$ cat src/rtl/jb_ul_oran_pkg.sv
// Shared types for the UL O-RAN section scheduler: request word layout,
// section descriptor and FSM state encoding.
package jb_ul_oran_pkg;

   localparam int REQ_W       = 24;
   localparam int PORT_LSB    = 21;
   localparam int PORT_W      = 3;
   localparam int SYM_LSB     = 17;
   localparam int SYM_W       = 4;
   localparam int START_LSB   = 8;
   localparam int START_W     = 9;
   localparam int NUM_LSB     = 0;
   localparam int NUM_W       = 8;

   localparam int NUM_SYMBOLS     = 14;
   localparam int NUM_PRB_MAX_DEF = 273;

   typedef struct packed {
      logic [PORT_W-1:0]  port;
      logic [SYM_W-1:0]   symbol;
      logic [START_W-1:0] start_prb;
      logic [NUM_W-1:0]   num_prb;
   } ul_req_t;

   typedef struct packed {
      logic [PORT_W-1:0]  port;
      logic [SYM_W-1:0]   symbol;
      logic [START_W-1:0] start_prb;
      logic [NUM_W-1:0]   num_prb;
      logic               last;
   } sect_desc_t;

   typedef enum logic [1:0] {
      ST_IDLE  = 2'd0,
      ST_CHECK = 2'd1,
      ST_ISSUE = 2'd2
   } sched_state_e;

   // Size of the next section: whatever remains, capped at the per-section limit.
   function automatic logic [NUM_W-1:0] chunk_len(input logic [NUM_W-1:0] rem,
                                                  input logic [NUM_W-1:0] max_prb);
      if (rem > max_prb) begin
         chunk_len = max_prb;
      end else begin
         chunk_len = rem;
      end
   endfunction

endpackage

$ cat src/rtl/jb_ul_oran_section_sched_if.sv
// Upstream FIFO read port and downstream section descriptor channel.
interface jb_ul_oran_section_sched_if
   import jb_ul_oran_pkg::*;
#(
   parameter int SECT_ID_W = 12
);
   logic                 fifo_empty;
   logic [REQ_W-1:0]     fifo_read_data;
   logic                 fifo_read;

   logic                 sect_valid;
   logic                 sect_ready;
   logic [PORT_W-1:0]    sect_port;
   logic [SYM_W-1:0]     sect_symbol;
   logic [START_W-1:0]   sect_start_prb;
   logic [NUM_W-1:0]     sect_num_prb;
   logic [SECT_ID_W-1:0] sect_id;
   logic                 sect_last;

   modport master (
      input  fifo_empty, fifo_read_data, sect_ready,
      output fifo_read, sect_valid, sect_port, sect_symbol,
             sect_start_prb, sect_num_prb, sect_id, sect_last
   );

   modport slave (
      output fifo_empty, fifo_read_data, sect_ready,
      input  fifo_read, sect_valid, sect_port, sect_symbol,
             sect_start_prb, sect_num_prb, sect_id, sect_last
   );
endinterface

$ cat src/rtl/jb_ul_oran_section_sched.sv
// Pops UL section requests, range-checks them and splits each into C-plane
// section descriptors of at most MAX_SECT_PRB PRBs.
module jb_ul_oran_section_sched
   import jb_ul_oran_pkg::*;
#(
   parameter int MAX_SECT_PRB = 64,
   parameter int NUM_PRB_MAX  = NUM_PRB_MAX_DEF,
   parameter int SECT_ID_W    = 12
)(
   input  logic                        clk,
   input  logic                        rst_n,
   input  logic                        enable,
   jb_ul_oran_section_sched_if.master  sif,
   output logic                        req_err,
   output logic                        busy,
   output logic [15:0]                 req_count
);

   localparam logic [NUM_W-1:0]     MAX_C    = NUM_W'(MAX_SECT_PRB);
   localparam logic [9:0]           PRB_LIM  = 10'(NUM_PRB_MAX);
   localparam logic [SYM_W-1:0]     SYM_LAST = SYM_W'(NUM_SYMBOLS - 1);
   localparam logic [SECT_ID_W-1:0] ID_ONE   = {{(SECT_ID_W-1){1'b0}}, 1'b1};

   sched_state_e         state_q, state_d;
   ul_req_t              req_q, req_d;
   logic [NUM_W-1:0]     rem_q, rem_d;
   sect_desc_t           desc_q, desc_d;
   logic                 sect_valid_q, sect_valid_d;
   logic [SECT_ID_W-1:0] sect_id_q, sect_id_d;
   logic [15:0]          req_count_q, req_count_d;
   logic                 req_err_q, req_err_d;

   logic                 pop_s;
   logic [9:0]           end_prb_s;
   logic [NUM_W-1:0]     rem_nxt_s;

   // The pop must be combinational so the head word is captured in the same cycle.
   assign pop_s = enable & ~sif.fifo_empty & (state_q == ST_IDLE);

   // Next-state, descriptor and counter logic.
   always_comb begin
      state_d      = state_q;
      req_d        = req_q;
      rem_d        = rem_q;
      desc_d       = desc_q;
      sect_valid_d = sect_valid_q;
      sect_id_d    = sect_id_q;
      req_count_d  = req_count_q;
      req_err_d    = 1'b0;
      end_prb_s    = {1'b0, req_q.start_prb} + {2'b00, req_q.num_prb};
      rem_nxt_s    = rem_q - desc_q.num_prb;

      case (state_q)
         ST_IDLE: begin
            if (pop_s) begin
               req_d   = ul_req_t'(sif.fifo_read_data);
               state_d = ST_CHECK;
            end else begin
               state_d = ST_IDLE;
            end
         end

         ST_CHECK: begin
            if ((req_q.num_prb == 8'd0) || (end_prb_s > PRB_LIM) ||
                (req_q.symbol > SYM_LAST)) begin
               req_err_d = 1'b1;
               state_d   = ST_IDLE;
            end else begin
               rem_d            = req_q.num_prb;
               desc_d.port      = req_q.port;
               desc_d.symbol    = req_q.symbol;
               desc_d.start_prb = req_q.start_prb;
               desc_d.num_prb   = chunk_len(req_q.num_prb, MAX_C);
               desc_d.last      = (req_q.num_prb <= MAX_C);
               sect_valid_d     = 1'b1;
               state_d          = ST_ISSUE;
            end
         end

         ST_ISSUE: begin
            if (sif.sect_ready) begin
               sect_id_d = sect_id_q + ID_ONE;
               if (desc_q.last) begin
                  sect_valid_d = 1'b0;
                  req_count_d  = req_count_q + 16'd1;
                  state_d      = ST_IDLE;
               end else begin
                  rem_d            = rem_nxt_s;
                  desc_d.start_prb = desc_q.start_prb + {1'b0, desc_q.num_prb};
                  desc_d.num_prb   = chunk_len(rem_nxt_s, MAX_C);
                  desc_d.last      = (rem_nxt_s <= MAX_C);
               end
            end else begin
               sect_valid_d = 1'b1;
            end
         end

         default: begin
            sect_valid_d = 1'b0;
            state_d      = ST_IDLE;
         end
      endcase
   end

   // State and output registers; reset drops any partially issued request.
   always_ff @(posedge clk or negedge rst_n) begin
      if (!rst_n) begin
         state_q      <= ST_IDLE;
         req_q        <= '0;
         rem_q        <= '0;
         desc_q       <= '0;
         sect_valid_q <= 1'b0;
         sect_id_q    <= '0;
         req_count_q  <= 16'd0;
         req_err_q    <= 1'b0;
      end else begin
         state_q      <= state_d;
         req_q        <= req_d;
         rem_q        <= rem_d;
         desc_q       <= desc_d;
         sect_valid_q <= sect_valid_d;
         sect_id_q    <= sect_id_d;
         req_count_q  <= req_count_d;
         req_err_q    <= req_err_d;
      end
   end

   assign sif.fifo_read      = pop_s;
   assign sif.sect_valid     = sect_valid_q;
   assign sif.sect_port      = desc_q.port;
   assign sif.sect_symbol    = desc_q.symbol;
   assign sif.sect_start_prb = desc_q.start_prb;
   assign sif.sect_num_prb   = desc_q.num_prb;
   assign sif.sect_last      = desc_q.last;
   assign sif.sect_id        = sect_id_q;
   assign req_err            = req_err_q;
   assign busy               = (state_q != ST_IDLE);
   assign req_count          = req_count_q;

endmodule

$ cat src/flat_wrapper.sv
// flat-port wrapper written by rule: the top's interface ports become plain ports
module jb_ul_oran_section_sched_flat import jb_ul_oran_pkg::*;
#(
   parameter int MAX_SECT_PRB = 64,
   parameter int NUM_PRB_MAX  = NUM_PRB_MAX_DEF,
   parameter int SECT_ID_W    = 12
)
  (clk, rst_n, enable, req_err, busy, req_count, sif_fifo_empty, sif_fifo_read_data, sif_sect_ready, sif_fifo_read, sif_sect_valid, sif_sect_port, sif_sect_symbol, sif_sect_start_prb, sif_sect_num_prb, sif_sect_id, sif_sect_last);
  jb_ul_oran_section_sched_if #(.SECT_ID_W(SECT_ID_W)) sif_i ();
  input  logic clk;
  input  logic rst_n;
  input  logic enable;
  output logic req_err;
  output logic busy;
  output logic [15:0] req_count;
  input wire logic [$bits(sif_i.fifo_empty)-1:0] sif_fifo_empty;
  input wire logic [$bits(sif_i.fifo_read_data)-1:0] sif_fifo_read_data;
  input wire logic [$bits(sif_i.sect_ready)-1:0] sif_sect_ready;
  output wire logic [$bits(sif_i.fifo_read)-1:0] sif_fifo_read;
  output wire logic [$bits(sif_i.sect_valid)-1:0] sif_sect_valid;
  output wire logic [$bits(sif_i.sect_port)-1:0] sif_sect_port;
  output wire logic [$bits(sif_i.sect_symbol)-1:0] sif_sect_symbol;
  output wire logic [$bits(sif_i.sect_start_prb)-1:0] sif_sect_start_prb;
  output wire logic [$bits(sif_i.sect_num_prb)-1:0] sif_sect_num_prb;
  output wire logic [$bits(sif_i.sect_id)-1:0] sif_sect_id;
  output wire logic [$bits(sif_i.sect_last)-1:0] sif_sect_last;
  assign sif_i.fifo_empty = sif_fifo_empty;
  assign sif_i.fifo_read_data = sif_fifo_read_data;
  assign sif_i.sect_ready = sif_sect_ready;
  assign sif_fifo_read = sif_i.fifo_read;
  assign sif_sect_valid = sif_i.sect_valid;
  assign sif_sect_port = sif_i.sect_port;
  assign sif_sect_symbol = sif_i.sect_symbol;
  assign sif_sect_start_prb = sif_i.sect_start_prb;
  assign sif_sect_num_prb = sif_i.sect_num_prb;
  assign sif_sect_id = sif_i.sect_id;
  assign sif_sect_last = sif_i.sect_last;
  jb_ul_oran_section_sched #(.MAX_SECT_PRB(MAX_SECT_PRB), .NUM_PRB_MAX(NUM_PRB_MAX), .SECT_ID_W(SECT_ID_W)) u_core (.clk(clk), .rst_n(rst_n), .enable(enable), .sif(sif_i), .req_err(req_err), .busy(busy), .req_count(req_count));
endmodule
$ cat config.mk
export PLATFORM = sky130hd
export DESIGN_NAME = jb_ul_oran_section_sched_flat
export DESIGN_NICKNAME = d
export VERILOG_FILES = /design/src/rtl/jb_ul_oran_pkg.sv /design/src/rtl/jb_ul_oran_section_sched_if.sv /design/src/rtl/jb_ul_oran_section_sched.sv /design/src/flat_wrapper.sv
export SDC_FILE = /design/constraint.sdc
export NUM_CORES = 1
export LEC_CHECK = 0
export ABC_AREA = 1
export ABC_CLOCK_PERIOD_IN_PS = 4720
export CORE_UTILIZATION = 30
export DETAILED_ROUTE_END_ITERATION = 7
export GPL_TIMING_DRIVEN = 0
export PLACE_DENSITY = 0.5
export SYNTH_ARGS = -nofsm -noshare
export SYNTH_HDL_FRONTEND = slang
export SYNTH_SLANG_ARGS = --single-unit
export TNS_END_PERCENT = 10
$ cat constraint.sdc
create_clock -name clk -period 4.72 [get_ports clk]
set_input_delay 0.472 -clock clk [delete_from_list [all_inputs] [get_ports clk]]
set_output_delay 0.472 -clock clk [all_outputs]
set_load 0.02 [all_outputs]
==> metrics.md, run 1 <==
| Metric | Value |
|---|---|
| # nets final | `839` |
| Grt total ovfl | `0` |
| Wire per inst | `13.9 microns` |
| First-pass GRT wire length | `23000 microns` |
| Power density cells | `675 nW/um^2` |
| H-tree levels | `3` |
| Die area | `18100 sq um` |
| # diodes | `0` |
| Worst slew pin tran | `0.740 ns` |
| Mux cell area share after synthesis | `0%` |
| Gpl congestion | `0.866` |
| Setup Skew | `0.00733 ns` |
| Detailed Route Iter0 Violations | `272` |
| Outcome | `finished clean` |
| Post-CTS Setup Bufs | `0` |
| F_max | `315 MHz` |
| Internal cell power | `0.00239 W` |
| Core Util, Final | `39.1%` |
| Yosys Warn Count | `0` |
| Commonest non-fill, non-tap cell in the layout | `nand2_1` |
| Mapped Avg Cell Area | `7.73 sq um` |
| Final hold vios | `0` |
| Grt met1 use | `22.1%` |
| Main synth FF type | `dfrtp_1` |
| Asr flop ratio synth | `100%` |
| Clock power share | `16.4%` |
| Via density per instance | `4.67` |
| Hold_buf cts | `0` |
| CP max FO | `10` |
| Final worst slack | `1.55 ns` |
| Unrepaired setup endpoints after global routing | `false` |
| Row cnt | `48` |
| Clk_lat worst skew | `0.35 ns` |
| Via count | `4705` |
| Met3 Resource Use GR | `2.44%` |
| Mapped Cells | `682` |
| Largest net degree at the start of global routing | `53` |
| Grt peak-use layer | `met2` |
| Critical path required time | `4.25 ns` |
| Antenna violations before repair | `0` |
| IO buf count | `85` |
| Setup violators final | `0` |
| Post-synth EDFFs | `0` |
| Share of cells above drive strength 1 | `7.66%` |
| Synth Area in Adders | `7.78%` |
| Clock period minus worst slack | `3.17 ns` |
| Post-synthesis register bit count | `89` |
| Crit end category | `output pin` |
| Worst EP arrival | `2.70 ns` |
| Post-place setup slack | `1.58 ns` |
| Max-slew headroom at the worst pin | `50.4%` |
| Die Y | `135 microns` |
| CTS tree | `yes` |
| CTS sink cnt | `89` |
| Xor-xnor portion of the synthesized cell area | `4.32%` |
| M2 GR Usage | `26.3%` |
| Boundary Pins | `86` |
| Max-Cap Viols | `0` |
| Sequential Power Share | `28.6%` |
| Pins Over Slew Limit | `0` |
| Seq/Total Area, Yosys | `42.2%` |
| Synthesized net count | `742` |
| Compound-gate portion of the synthesized area | `6.38%` |
| Period utilization | `67.2%` |
| Area post-placement | `6430 sq um` |
| DRT Wirelength | `14000 microns` |
| Total GRT Usage | `16.4%` |
| Post-synth cell types | `38` |
| Placed Cells | `993` |
| Root buffer cell | `clkbuf_16` |
| Fin area | `6730 sq um` |
| Comb pwr share | `54.9%` |
| Simple-Gate Fraction of Synth Area | `32.4%` |
| DR pass1 iterations | `4` |
| Mapped cell area | `5270 sq um` |
| Total Power | `0.00455 W` |
| Longest Clk Path Bufs | `2` |
| Peak supply drop | `268 uV` |
| CTS Buf Count | `9` |
| Core region area | `17200 sq um` |
| Commonest non-fill, non-tap cells in the layout | `nand2_1, dfrtp_1, clkdlybuf4s50_1` |
| Switching Share | `47.4%` |
| Die width | `135 microns` |
| Critical path type | `reg -> out` |
| DRC Markers | `0` |
| Largest family of logic cells by synthesized area | `simple AND/OR/NAND/NOR gates` |
| Final antenna-violating net count | `0` |
| Worst hold path class | `in -> async` |
| Number of global-route vias before repair | `4465` |
| Startpoint Class | `register` |
| Clk pin slew, worst setup/hold paths | `0.07 ns` |
| Resized cells post-CTS | `0` |
| Fin cells | `1008` |
| Initial Util | `30.6%` |
| Detailed Place HPWL | `10800 microns` |
| Area grow syn2layout | `27.7%` |
| Leakage power | `3.46 nW` |
| Switching pwr | `0.00216 W` |
## critical path, stage by stage (launching register included)
cell and delay [ns]:
dfrtp_1 0.38, inv_1 0.10, ha_1 0.18, inv_1 0.08, nor3_2 0.56, clkbuf_1 0.36, clkdlybuf4s50_1 0.68
## cell families after synthesis
family	after synthesis
adder cells (fa/ha/maj)	31
buffers and inverters	86
flip-flops	89
AO/OA/AOI/OAI	62
AND/OR/NAND/NOR	388
XOR/XNOR	26
## synthesized netlist by cell type (all sizes together), types with 3 or more instances
library cell | count | area, sq um
inv | 69 | 259
o21ai | 35 | 179
buf | 7 | 65.1
nand2 | 270 | 1080
dfrtp | 89 | 2230
nand3 | 69 | 365
xor2 | 16 | 140
nor2 | 26 | 113
ha | 28 | 350
or2 | 3 | 18.8
nand4 | 9 | 56.3
nor3 | 7 | 40.0
a21oi | 20 | 100
fa | 3 | 60.1
clkbuf | 9 | 33.8
xnor2 | 10 | 87.6
## power by group through the flow
stage / logic (W) / clock network, W / registers, W
after global routing: 0.00282 / 0.000795 / 0.00135
after floorplan: 0.00161 / 0 / 0.00136
final: 0.00250 / 0.000746 / 0.00130
after CTS: 0.00251 / 0.000768 / 0.00131
after detailed placement: 0.00250 / 0 / 0.00132
after global placement: 0.00247 / 0 / 0.00132
## metrics by stage
stage / hold WS [ns] / setup TNS [ns]
floorplan: 0.176 / 0
finish: 0.0878 / 0
global route: 0.134 / 0
detailed placement: 0.459 / 0
CTS: 0.113 / 0
global placement: 0.459 / -21.81
## layer usage
metal  share of wire (%)  wire length (microns)
met1                  48                   6650
met2                  46                   6490
met3                 4.1                    577
met4                 1.9                    263
met5                   0                      0
## final cells by class
class                      instances  area [sq um]
inverter                          70           264
clock inverter                     5          63.8
timing repair buffer              86           876
sequential                        89          2230
fill                            1749         10500
buffer                            16          98.8
multi-input combinational        507          2680
clock buffer                      10           239
tap                              225           282
## worst paths after layout
check	cells after the start	start	slack, ns	endpoint
hold / removal	1	rst_n	0.09	u_core.sif.sect_id[8]
setup / recovery	6	u_core.state_q[1]	1.55	sif_fifo_read
min in group clk	2	u_core.sif.sect_valid	0.47	u_core.sif.sect_valid
max in group asynchronous	2	rst_n	3.98	u_core.req_q[5]
setup reg to reg	17	u_core.req_q[0]	2.22	u_core.sif.sect_start_prb[0]
hold reg to reg	2	u_core.sif.sect_valid	0.47	u_core.sif.sect_valid
## flip-flops by register name, indices dropped and copies added (netlist names)
signal / count
u_core.state_q: 2
u_core.rem_q: 8
u_core.sif.sect_port: 3
u_core.req_count: 16
u_core.sif.sect_last: 1
u_core.req_err: 1
u_core.sif.sect_valid: 1
u_core.sif.sect_start_prb: 9
u_core.sif.sect_num_prb: 8
u_core.sif.sect_symbol: 4
u_core.req_q: 24
u_core.sif.sect_id: 12
(Power assumes the default switching activity.)
==> run 2, diff against run 1 <==
ABC_CLOCK_PERIOD_IN_PS = 3000   (was 4720)
clock period = 3 ns   (was 4.72 ns; I/O delays follow)
==> metrics.md, run 2 (synthesis results as in run 1) <==
| Metric | Value |
|---|---|
| Outcome | `finished clean` |
| Slowest CP cell | `clkdlybuf4s50_1` |
| Longest Clk Path Bufs | `2 (unchanged)` |
| Antenna violations before repair | `0 (unchanged)` |
| IO buf count | `85 (unchanged)` |
| Period utilization | `90.6%` |
| Worst slew pin tran | `0.552 ns (-0.189 ns)` |
| Max-Cap Viols | `0 (unchanged)` |
| First-pass GRT wire length | `23100 microns (+0.12%)` |
| R2R depth | `17 (unchanged)` |
| CTS tree | `yes` |
| Placed Cells | `993 (unchanged)` |
| Boundary Pins | `86 (unchanged)` |
| Max incr delay on CP | `0.68 ns (about the same)` |
| Pins Over Slew Limit | `0 (unchanged)` |
| Clk pin slew, worst setup/hold paths | `0.07 ns (about the same)` |
| CTS sink cnt | `89 (unchanged)` |
| Worst EP arrival | `2.42 ns (-0.28 ns)` |
| Root buffer cell | `clkbuf_16` |
| Setup Skew | `0.00728 ns (-0.0000506 ns)` |
| Final antenna-violating net count | `0 (unchanged)` |
| Total GRT Usage | `16.4% (about the same)` |
| Worst reg2reg endpoint | `u_core.sif.sect_start_prb[0]` |
| DRC Markers | `0 (unchanged)` |
| Number of global-route vias before repair | `4471 (+0.13%)` |
| Gpl congestion | `0.866 (unchanged)` |
| Initial Util | `30.6% (unchanged)` |
| Area post-placement | `6430 sq um (unchanged)` |
| DR pass1 iterations | `4 (unchanged)` |
| Fin area | `6780 sq um (+0.69%)` |
| Critical path type | `reg -> out` |
| Critical path required time | `2.70 ns (-1.55 ns)` |
| Worst hold path class | `in -> async` |
| Largest net degree at the start of global routing | `53 (unchanged)` |
| Detailed Route Iter0 Violations | `249 (-8.5%)` |
| Via density per instance | `4.66 (-0.26%)` |
| Filler cell count | `1744 (-0.29%)` |
| Unrepaired setup endpoints after global routing | `false` |
| Hold slack | `0.465 ns (+0.377 ns)` |
| # nets final | `844 (+0.60%)` |
| Die width | `135 microns (unchanged)` |
| Setup violators final | `0 (unchanged)` |
| Commonest non-fill, non-tap cell in the layout | `nand2_1` |
| Crit end category | `output pin` |
| Fin cells | `1013 (+0.50%)` |
| Worst R2R Setup Slack | `0.50 ns (-1.72 ns)` |
| Leakage power | `3.49 nW (+0.77%)` |
| Commonest non-fill, non-tap cells in the layout | `nand2_1, dfrtp_1, clkdlybuf4s50_1` |
| # diodes | `0 (unchanged)` |
| Core region area | `17200 sq um (unchanged)` |
| Crit-path cells | `inv_1, ha_1, inv_1, nor3_4, buf_4, clkbuf_1, clkdlybuf4s50_1` |
| Die Y | `135 microns (unchanged)` |
| Cell mode on critical path | `inv_1` |
| Area grow syn2layout | `28.6%` |
| DRT Wirelength | `14000 microns (about the same)` |
| Share of cells above drive strength 1 | `8.12% (+0.46 points)` |
| Peak supply drop | `423 uV (+58%)` |
| Clock period minus worst slack | `2.72 ns` |
| H-tree levels | `3 (unchanged)` |
| Final hold vios | `0 (unchanged)` |
| CTS Buf Count | `9 (unchanged)` |
| Max reg flops | `24 (unchanged)` |
| F_max | `368 MHz` |
| Max-slew headroom at the worst pin | `63.2% (+13 points)` |
| Reg2reg start | `u_core.req_q[0]` |
| Row cnt | `48 (unchanged)` |
| Die area | `18100 sq um (unchanged)` |
| Setup TNS | `0 ns (unchanged)` |
| CP max FO | `10 (unchanged)` |
| Power density cells | `1060 nW/um^2 (+56%)` |
| Clk_lat worst skew | `0.35 ns (about the same)` |
| Startpoint Class | `register` |
| Via count | `4716 (+0.23%)` |
| Reg with most FFs | `u_core.req_q` |
| Detailed Place HPWL | `10800 microns (unchanged)` |
| Wire per inst | `13.8 microns (-0.57%)` |
| Grt total ovfl | `0 (unchanged)` |
-- run 2: cell types whose count changed in the layout (fill, tap and decap cells not counted), sizes merged --
cell / delta
buf: +4
dlygate4sd3: +1
-- run 2: final cells by class --
class | count | area [sq um] | share of cell area [%]
flip-flops and latches | 89 | 2230 | 32.9
repair buffers | 91 | 916 | 13.5
multi-input cells | 507 | 2690 | 39.7
well taps | 225 | 282 | 4.15
clock inverters | 5 | 63.8 | 0.941
inverters | 70 | 264 | 3.89
plain buffers | 16 | 98.8 | 1.46
clock buffers | 10 | 239 | 3.53
-- run 2: how the worst max path moves through the flow --
stage / from / endpoint / slack (ns) / cells after the start
3_3_place_gp: rst_n / u_core.req_q[8] / -1.80 / 1
3_5_place_dp: enable / sif_fifo_read / 0.20 / 5
5_1_grt: u_core.state_q[1] / sif_fifo_read / 0.09 / 7
6_report: u_core.state_q[1] / sif_fifo_read / 0.28 / 7
4_1_cts: u_core.state_q[1] / sif_fifo_read / 0.1 / 6
2_1_floorplan: u_core.req_q[0] / u_core.sif.sect_start_prb[1] / 0.81 / 17
-- run 2: power by group --
part / internal, W / switching (W) / leakage (nW)
registers: 0.00160 / 0.000450 / 1.14
clock network: 0.000671 / 0.000502 / 0.146
logic: 0.00150 / 0.00244 / 2.20
total: 0.00377 / 0.00339 / 3.49
-- run 2: worst max-delay path, delay by kind of cell (launching register included) --
kind | cells | cell delay [ns]
adders and majority gates | 1 | 0.18
buffers and inverters | 5 | 1.34
DFF | 1 | 0.38
and+or+nand+nor | 1 | 0.15
-- run 2: per-stage QoR --
| stage | util (%) | worst slack (ns) | power (W) |
|---|---|---|---|
| 4_1_cts | 39.2 | 0.0977 | 0.00722 |
| 6_report | 39.3 | 0.283 | 0.00716 |
| 3_3_place_gp | 37.2 | -1.80 | 0.00596 |
| 5_1_grt | 39.3 | 0.0906 | 0.00784 |
| 2_1_floorplan | - | 0.811 | 0.00468 |
| 3_5_place_dp | 37.3 | 0.205 | 0.00601 |
-- run 2: timing repair --
action,in CTS,in global routing
hold endpoints to repair,37,0
gates resized for setup,1,0
pin swaps,0,1
setup endpoints to repair,1,1
hold buffers,1,0
setup buffers,0,4
-- run 2: layer usage --
layer | part of all wire, % | vias up | wire [microns] | GRT usage [%]
met1 | 48 | 2206 | 6650 | 22.1
met5 | 0 | - | 0 | 0
met2 | 46 | 105 | 6480 | 26.3
met4 | 1.7 | 0 | 244 | 6.99
li1 | - | 2389 | - | -
met3 | 4.3 | 16 | 604 | 2.44
==> run 3, diff against run 2 <==
PLACE_DENSITY = 0.55   (was 0.5)
==> metrics.md, run 3 (synthesis results as in run 1) <==
| Metric | Value |
|---|---|
| Worst path bufs/invs | `4 (-1)` |
| Longest Clk Path Bufs | `2 (unchanged)` |
| Via count | `4616 (-2.1%)` |
| Switching Share | `47.7% (+0.40 points)` |
| Period utilization | `92.2% (+1.6 points)` |
| Core region area | `17200 sq um (unchanged)` |
| Clk pin slew, worst setup/hold paths | `0.07 ns (about the same)` |
| Area of the multi-input gates | `2690 sq um (unchanged)` |
| Area post-placement | `6430 sq um (unchanged)` |
| Gpl congestion | `0.860 (-0.68%)` |
| Number of global-route vias before repair | `4351 (-2.7%)` |
| H-tree levels | `3 (unchanged)` |
| Power density cells | `1040 nW/um^2 (-1.7%)` |
| Reg2reg start | `u_core.req_q[0]` |
| Sequential Power Share | `29.4% (+0.8 points)` |
| Leakage power | `3.46 nW (-0.98%)` |
| Worst setup path startpoint | `u_core.state_q[0]` |
| FF/Latch Area | `2230 sq um (unchanged)` |
| DR pass1 iterations | `6 (+2)` |
| Worst hold path class | `in -> async` |
| Detailed Route Iter0 Violations | `279 (+12%)` |
| CP max FO | `10 (unchanged)` |
| Via density per instance | `4.57 (-1.8%)` |
| Internal cell power | `0.00366 W (-3.2%)` |
| Reg with most FFs | `u_core.req_q` |
| Die area | `18100 sq um (unchanged)` |
| IO buf count | `85 (unchanged)` |
| Commonest non-fill, non-tap cell in the layout | `nand2_1` |
| Max incr delay on CP | `0.64 ns (-0.04 ns)` |
| Detailed Place HPWL | `10400 microns (-4.4%)` |
| Initial Util | `30.6% (unchanged)` |
| Switching pwr | `0.00333 W (-1.6%)` |
| Setup TNS | `0 ns (unchanged)` |
| CTS Buf Count | `9 (unchanged)` |
| Clock period minus worst slack | `2.77 ns (+0.0486 ns)` |
| Clk_lat worst skew | `0.35 ns (about the same)` |
| Fin area | `6730 sq um (-0.78%)` |
| Setup violators final | `0 (unchanged)` |
| Crit end category | `output pin` |
| Cell family with the largest share of critical-path delay | `buffers and inverters` |
| Max reg flops | `24 (unchanged)` |
| Critical path required time | `2.70 ns (about the same)` |
| Grt total ovfl | `0 (unchanged)` |
| Filler cell count | `1772 (+1.6%)` |
| Post-place setup slack | `0.0950 ns (-0.110 ns)` |
| Max-Cap Viols | `0 (unchanged)` |
| CTS sink cnt | `89 (unchanged)` |
| Outcome | `finished clean` |
| Max-slew headroom at the worst pin | `63.8% (+0.58 points)` |
| First-pass GRT wire length | `22600 microns (-2.2%)` |
| Crit-path cells | `inv_1, ha_1, inv_1, nor3_4, clkbuf_2, clkdlybuf4s50_1` |
| Unrepaired setup endpoints after global routing | `false` |
| Slowest CP cell | `clkdlybuf4s50_1` |
| Row cnt | `48 (unchanged)` |
| Comb pwr share | `55.1% (about the same)` |
| Final worst slack | `0.235 ns (-0.0486 ns)` |
| Total GRT Usage | `16.1% (-0.34 points)` |
| Root buffer cell | `clkbuf_16` |
| # nets final | `840 (-0.47%)` |
| Cell mode on critical path | `inv_1` |
| Area grow syn2layout | `27.6%` |
| Clock power share | `15.6% (-0.8 points)` |
| Wire per inst | `13.5 microns (-2.2%)` |
| # diodes | `0 (unchanged)` |
| Worst slew pin tran | `0.543 ns (-0.00874 ns)` |
| Boundary Pins | `86 (unchanged)` |
| DRT Wirelength | `13600 microns (-2.5%)` |
| Critical path type | `reg -> out` |
| Largest net degree at the start of global routing | `55 (+3.8%)` |
| Peak supply drop | `348 uV (-18%)` |
| Antenna violations before repair | `0 (unchanged)` |
| Commonest non-fill, non-tap cells in the layout | `nand2_1, dfrtp_1, clkdlybuf4s50_1` |
| Final antenna-violating net count | `0 (unchanged)` |
| Die width | `135 microns (unchanged)` |
| CTS tree | `yes` |
| Final hold vios | `0 (unchanged)` |
| Startpoint Class | `register` |
| Pins Over Slew Limit | `0 (unchanged)` |
| Worst EP arrival | `2.47 ns (+0.05 ns)` |
| Share of cells above drive strength 1 | `7.90% (-0.22 points)` |
| Die Y | `135 microns (unchanged)` |
| DRC Markers | `0 (unchanged)` |
| Setup Skew | `0.00728 ns (-0.00000486 ns)` |
| F_max | `362 MHz (-1.8%)` |
-- run 3: what timing repair did --
action                                  in CTS  in global routing
endpoints found under the setup margin       1                  1
buffers inserted                             0                  0
pin swaps                                    0                  0
hold endpoints to repair                    35                  0
gates resized for setup                      1                  2
hold buffers                                 1                  0
-- run 3: path summary, 6_finish.rpt --
| kind | to | slack (ns) | cells past startpoint |
|---|---|---|---|
| max | sif_fifo_read | 0.23 | 6 |
| min | u_core.sif.sect_id[11] | 0.45 | 2 |
| max reg2reg | u_core.sif.sect_start_prb[4] | 0.51 | 17 |
| min reg2reg | u_core.rem_q[0] | 0.47 | 2 |
| max in group asynchronous | u_core.req_q[4] | 1.90 | 3 |
| min in group clk | u_core.rem_q[0] | 0.47 | 2 |
-- run 3: final cells by class --
type	instances	area share, %
Buffer	16	1.49
Clock inverter	7	0.800
Multi-Input combinational cell	507	40.0
Sequential cell	89	33.1
Timing Repair Buffer	87	13.2
Tap cell	225	4.19
Clock buffer	9	3.35
Inverter	70	3.92
-- run 3: power by group through the flow --
stage / registers, W / logic (W) / clock network [W]
after floorplan: 0.00214 / 0.00254 / 0
after CTS: 0.00206 / 0.00387 / 0.00112
after global routing: 0.00212 / 0.00440 / 0.00117
final: 0.00205 / 0.00385 / 0.00109
after detailed placement: 0.00208 / 0.00385 / 0
after global placement: 0.00209 / 0.00383 / 0
-- run 3: routing by layer --
metal / GRT usage, % / wire (microns) / share of wire, %
met1: 22.7 / 6760 / 50
met2: 24.7 / 6080 / 45
met3: 1.95 / 480 / 3.5
met4: 7.18 / 300 / 2.2
met5: 0 / 0 / 0
-- run 3: through the flow --
| stage | cells | util [%] | power, W | hold WS, ns |
|---|---|---|---|---|
| finish | 1010 | 39.0 | 0.00699 | 0.445 |
| global route | 1010 | 39.0 | 0.00769 | 0.488 |
| CTS | 1010 | 39.0 | 0.00706 | 0.463 |
| detailed placement | 993 | 37.3 | 0.00593 | 0.309 |
| global placement | 992 | 37.2 | 0.00591 | 0.457 |
| floorplan | 682 | - | 0.00468 | 0.00441 |
-- run 3: worst reg2reg max path: stages, from the launching register on --
cell	delay [ns]
dfrtp_1	0.44
ha_1	0.28
fa_1	0.44
nor2_1	0.11
nor2_1	0.05
nor2_1	0.08
nand3_1	0.08
nand2_1	0.07
nand2_1	0.06
inv_2	0.04
nand2_1	0.05
nand2_2	0.08
nand2_4	0.10
nand2_4	0.12
nand2_4	0.08
buf_8	0.19
nand2_2	0.06
nand2_1	0.04
